`src/rtl/cnn_pkg.sv`:
```
// cnn_pkg: types and helpers shared by the CNN layer blocks.
//   pool_state_e  - pooling sequencer states
//   elem_t        - feature-map element at the default 8-bit width
//   pool_out_dim  - pooled map edge for a given input edge and pool window
//   idx_width     - counter width able to index 0..n-1 (at least 1 bit)
package cnn_pkg;

   typedef enum logic [1:0] {StIdle, StScan, StWrite} pool_state_e;

   // Packages cannot take parameters; blocks that vary the width declare their own vectors.
   localparam int unsigned ElemWidth = 8;
   typedef logic [ElemWidth-1:0] elem_t;

   function automatic int unsigned pool_out_dim(input int unsigned size, input int unsigned pool);
      return size / pool;
   endfunction

   function automatic int unsigned idx_width(input int unsigned n);
      return (n > 1) ? $clog2(n) : 1;
   endfunction

endpackage

```
`src/rtl/pool_max_cmp.sv`:
```
// pool_max_cmp: combinational two-input maximum.
//   a, b  - operands, WIDTH_BIT bits
//   y     - the larger operand (pure select, no widening)
// SIGNED = 0 compares unsigned, SIGNED = 1 compares two's complement.
module pool_max_cmp #(
   parameter int unsigned WIDTH_BIT = 8,
   parameter int unsigned SIGNED    = 0
) (
   input  logic [WIDTH_BIT-1:0] a,
   input  logic [WIDTH_BIT-1:0] b,
   output logic [WIDTH_BIT-1:0] y
);

   logic b_gt_a;

   always_comb begin
      if (SIGNED != 0) begin
         b_gt_a = $signed(b) > $signed(a);
      end else begin
         b_gt_a = b > a;
      end
      // Equal operands select a; both carry the same value.
      y = b_gt_a ? b : a;
   end

endmodule

```
`src/rtl/maxpool2.sv`:
```
// maxpool2: non-overlapping POOLxPOOL max pooling over a SIZExSIZE feature map,
// one element per clock.
//   clock   - rising-edge clock
//   nreset  - asynchronous active-low reset
//   start   - level; a run begins on its rising edge while idle
//   featIn  - input feature map, captured on the accepted start edge
//   busy    - high while a run is in progress
//   done    - high from the last write until the next accepted start edge
//   poolOut - pooled map, registered, held until overwritten
module maxpool2
   import cnn_pkg::*;
#(
   parameter int unsigned SIZE      = 5,
   parameter int unsigned POOL      = 2,
   parameter int unsigned WIDTH_BIT = 8,
   parameter int unsigned SIGNED    = 0,
   localparam int unsigned OUT      = pool_out_dim(SIZE, POOL)
) (
   input  logic                 clock,
   input  logic                 nreset,
   input  logic                 start,
   input  logic [WIDTH_BIT-1:0] featIn  [SIZE][SIZE],
   output logic                 busy,
   output logic                 done,
   output logic [WIDTH_BIT-1:0] poolOut [OUT][OUT]
);

   localparam int unsigned OW = idx_width(OUT);
   localparam int unsigned PW = idx_width(POOL);
   localparam int unsigned RW = idx_width(SIZE);

   pool_state_e          state;
   logic                 start_q;
   logic [OW-1:0]        oi, oj;
   logic [PW-1:0]        r, c;
   logic [WIDTH_BIT-1:0] acc;
   logic [WIDTH_BIT-1:0] snapshot [SIZE][SIZE];

   logic [RW-1:0]        row, col;
   logic [WIDTH_BIT-1:0] elem, acc_max;
   logic                 start_edge, first_elem, last_elem, last_col, last_window;

   always_comb begin
      row         = RW'(32'(oi) * POOL + 32'(r));
      col         = RW'(32'(oj) * POOL + 32'(c));
      elem        = snapshot[row][col];
      start_edge  = start && !start_q && (state == StIdle);
      first_elem  = (r == '0) && (c == '0);
      last_col    = (c == PW'(POOL - 1));
      last_elem   = (r == PW'(POOL - 1)) && last_col;
      last_window = (oi == OW'(OUT - 1)) && (oj == OW'(OUT - 1));
   end

   pool_max_cmp #(
      .WIDTH_BIT (WIDTH_BIT),
      .SIGNED    (SIGNED)
   ) u_cmp (
      .a (acc),
      .b (elem),
      .y (acc_max)
   );

   always_ff @(posedge clock or negedge nreset) begin
      if (!nreset) begin
         state   <= StIdle;
         start_q <= 1'b0;
         oi      <= '0;
         oj      <= '0;
         r       <= '0;
         c       <= '0;
         acc     <= '0;
         busy    <= 1'b0;
         done    <= 1'b0;
         for (int i = 0; i < OUT; i++) begin
            for (int j = 0; j < OUT; j++) begin
               poolOut[i][j] <= '0;
            end
         end
         for (int i = 0; i < SIZE; i++) begin
            for (int j = 0; j < SIZE; j++) begin
               snapshot[i][j] <= '0;
            end
         end
      end else begin
         start_q <= start;
         unique case (state)
            StIdle: begin
               if (start_edge) begin
                  // Capture the map so upstream may move on during the run.
                  snapshot <= featIn;
                  oi       <= '0;
                  oj       <= '0;
                  r        <= '0;
                  c        <= '0;
                  busy     <= 1'b1;
                  done     <= 1'b0;
                  state    <= StScan;
               end
            end
            StScan: begin
               acc <= first_elem ? elem : acc_max;
               if (last_elem) begin
                  r     <= '0;
                  c     <= '0;
                  state <= StWrite;
               end else if (last_col) begin
                  c <= '0;
                  r <= r + PW'(1);
               end else begin
                  c <= c + PW'(1);
               end
            end
            StWrite: begin
               poolOut[oi][oj] <= acc;
               if (oj == OW'(OUT - 1)) begin
                  oj <= '0;
                  oi <= oi + OW'(1);
               end else begin
                  oj <= oj + OW'(1);
               end
               if (last_window) begin
                  done  <= 1'b1;
                  busy  <= 1'b0;
                  state <= StIdle;
               end else begin
                  state <= StScan;
               end
            end
            default: state <= StIdle;
         endcase
      end
   end

endmodule

```
`config.mk`:
```
export PLATFORM = sky130hd
export DESIGN_NAME = maxpool2
export DESIGN_NICKNAME = d
export VERILOG_FILES = /design/src/rtl/cnn_pkg.sv /design/src/rtl/pool_max_cmp.sv /design/src/rtl/maxpool2.sv
export SDC_FILE = /design/constraint.sdc
export NUM_CORES = 1
export LEC_CHECK = 0
export ABC_AREA = 1
export CAP_MARGIN = 25
export CORE_MARGIN = 2
export CORE_UTILIZATION = 52
export DETAILED_ROUTE_END_ITERATION = 6
export PLACE_DENSITY = 0.86
export SYNTH_ARGS = -nofsm -noshare
export SYNTH_HDL_FRONTEND = slang
export SYNTH_SLANG_ARGS = --single-unit
export TNS_END_PERCENT = 5
```
`constraint.sdc`:
```
create_clock -name clock -period 3.6 [get_ports clock]
set_input_delay 1.08 -clock clock [delete_from_list [all_inputs] [get_ports clock]]
set_output_delay 1.08 -clock clock [all_outputs]
set_load 0.1 [all_outputs]
```
==> run metrics <==
status=complete, no violations; worst-margin pin slew=0.689 ns; Setup crit start=r$_DFFE_PN0P_; ANT cells=0; Pre-antenna DRT Iters=5; class of the worst hold path=flop to flop; fin. max-slew vios=0; P&R area growth vs syn=25.4%; Ports=237; Remaining DRCs=0; core area=0.0159 mm2; Final HPWL DP=15.8 mm; Yosys reg bits=177; peak supply drop=0.579 mV; Die Y-Extent=132 um; share of cells above drive strength 1=10.7%; Cell Int Power=0.00553 W; Post-CTS Repair Setup Buffers=0; first-pass GRT wire length=36.6 mm; count of cell types in the netlist=26; register area=0.00443 mm2; Final Util=66.7%; Fin. Hold Viols=0; total net switching power=0.00464 W; Seq/Total Area, Yosys=52.2%; vias per std cell=5.26; Synth Cell Area=0.00849 mm2; clock network power share=18.8%; number of global-route vias before repair=7184; number of gates resized after CTS=0; Max clock buf depth=2; r2r endpoint=acc[2]$_DFFE_PN0P_; unrepaired setup endpoints after global routing=no; max_cap viols=0; r2r setup slk=0.78 ns; Critical Path End Type=flop; average size of a mapped cell=8.20 um2; WS Path Type=flop to flop; final net count=1386; Inst Count DP=1372; Clock Latency Late Sink=0.43 ns; power density cells=956 mW/mm2; Mapped Cells=1035; routed wl met2=10.7 mm; Slew Limit Headroom=54.1%; DIE WIDTH=132 um; Worst-path clk slew=0.06 ns; Post-Syn Nets=1246; final period utilization=78.3%; Crit Path Max Fanout=39; initial antenna violation count=1; H-tree Lvls=4; drt wl/cell=16.1 um; CTS tree=built; Critical R2R Launch=r$_DFFE_PN0P_; Worst Setup EP=acc[2]$_DFFE_PN0P_; final setup violation count=0; commonest cells in the netlist=nand2_1, dfrtp_1, inv_1, nand3_1, o21ai_0; crit path launch type=flop; row cnt=46; setup_tns=0 ns; top cell type by total area after synthesis=dfrtp_1; ANT nets after route=0; Final min period=2.82 ns; Starting Density=53.2%; Worst EP arrival=3.13 ns; clock sinks=177; top-count cell post-synth=nand2_1; footprint of the multi-input gates=0.00308 mm2; top routing layer in use=met4; Logic pwr share=49.1%; CTS Buf Count=17; WL final=22.6 mm; Yosys Warn Count=0; gr usage total=26.7%; Synth area leaders=dfrtp_1, nand2_1, nand3_1; Root Driver=clkbuf_16; Async SR Flop Fraction=100%; final setup margin=0.782 ns; WL met3=1.61 mm; clock skew=0.00748 ns; fill count=1277; sequential power share=32.1%; Leak=5.14 nW; Non-Filler Instances=1404; die area=0.0174 mm2; hold_ws=0.481 ns; Yosys top cell area share=52.2%; r2r worst-path depth=17; Port Buffers=164; ys flop type=dfrtp_1; WP data required=3.92 ns; gpl congestion=0.966; dpl ws=0.850 ns; Iter 0 DRT Violations=666; Sw Share=45.6%; achievable clock frequency=355 MHz; # hold bufs at CTS=0; largest net degree at the start of global routing=74; vias=7380; Post-synth EDFFs=0; HP Start=snapshot[59]$_DFFE_PN0P_; met1 wire length=9.52 mm; grt total ovfl=0
## worst min-delay path by stage
stage                                     end  slack [ns]  cells after the start
global route         snapshot[63]$_DFFE_PN0P_        0.50                      2
global placement     snapshot[61]$_DFFE_PN0P_        0.46                      2
floorplan           snapshot[144]$_DFFE_PN0P_        0.45                      2
finish               snapshot[59]$_DFFE_PN0P_        0.48                      2
detailed placement   snapshot[59]$_DFFE_PN0P_        0.47                      2
CTS                  snapshot[71]$_DFFE_PN0P_        0.48                      2
## metrics by stage
stage | power, W | cell area, um2
floorplan | 0.00698 | 8490
global placement | 0.00801 | 10000
detailed placement | 0.00820 | 10000
CTS | 0.0101 | 10600
global route | 0.0108 | 10600
finish | 0.0102 | 10600
## sequential cells by signal, indices dropped and copies added (netlist names)
signal,flops
state,2
start_q,1
r,1
snapshot,128
busy,1
done,1
oi,1
acc,8
oj,1
c,1
poolOut,32
## placed cells by master, fill, tap and decap left out, types with 2 or more instances in the layout
master,n
nand2_1,361
dfrtp_1,176
clkdlybuf4s50_1,129
inv_1,127
nand3_1,107
o21ai_0,86
o21ai_1,47
buf_4,42
o21ai_2,30
clkbuf_16,17
nor2_1,9
ha_1,8
nand2_2,7
buf_12,6
inv_2,4
a21oi_1,3
clkinv_2,3
clkbuf_8,3
bufinv_16,3
clkbuf_1,3
inv_4,2
nor2_4,2
clkinv_4,2
## metal layers
| layer | vias to the layer above | track usage (%) |
|---|---|---|
| li1 | 3515 | - |
| met1 | 3496 | 36.9 |
| met2 | 312 | 41.7 |
| met3 | 57 | 4.88 |
| met4 | 0 | 12.0 |
| met5 | - | 0 |
## power by group through the flow
| stage | sequential, W | combinational [W] | clock, W |
|---|---|---|---|
| 6_report | 0.00326 | 0.00500 | 0.00191 |
| 5_1_grt | 0.00335 | 0.00546 | 0.00201 |
| 4_1_cts | 0.00326 | 0.00497 | 0.00192 |
| 3_5_place_dp | 0.00329 | 0.00491 | 0 |
| 3_3_place_gp | 0.00324 | 0.00477 | 0 |
| 2_1_floorplan | 0.00404 | 0.00294 | 0 |
## area by class of cell
class,instances,area share [%]
clock buffer,23,4.49
tap,216,2.54
sequential,177,41.6
timing repair buffer,178,16.3
inverter,135,4.86
clock inverter,9,1.22
multi-input combinational,666,28.9
## cell families after synthesis
| family | synth area share, % |
|---|---|
| DFF | 52.2 |
| adders and majority gates | 1.18 |
| and+or+nand+nor | 23.8 |
| buffers and inverters | 11.6 |
| AOI/OAI and AO/OA | 11.3 |
## worst max-delay path: stages (launching register included)
cell     delay (ns)
dfrtp_2        0.55
buf_4          0.45
nand2_1        0.10
nand3_1        0.19
nand3_1        0.10
nand3_1        0.09
nand2_1        0.11
ha_1           0.31
nand2_1        0.09
inv_1          0.04
nand2_1        0.05
nand2_1        0.04
nand2_1        0.05
nand2_1        0.05
nand2_2        0.16
nand2_2        0.16
nand2_1        0.10
nand2_1        0.05
Note: power is estimated with default switching activity, not from simulation.
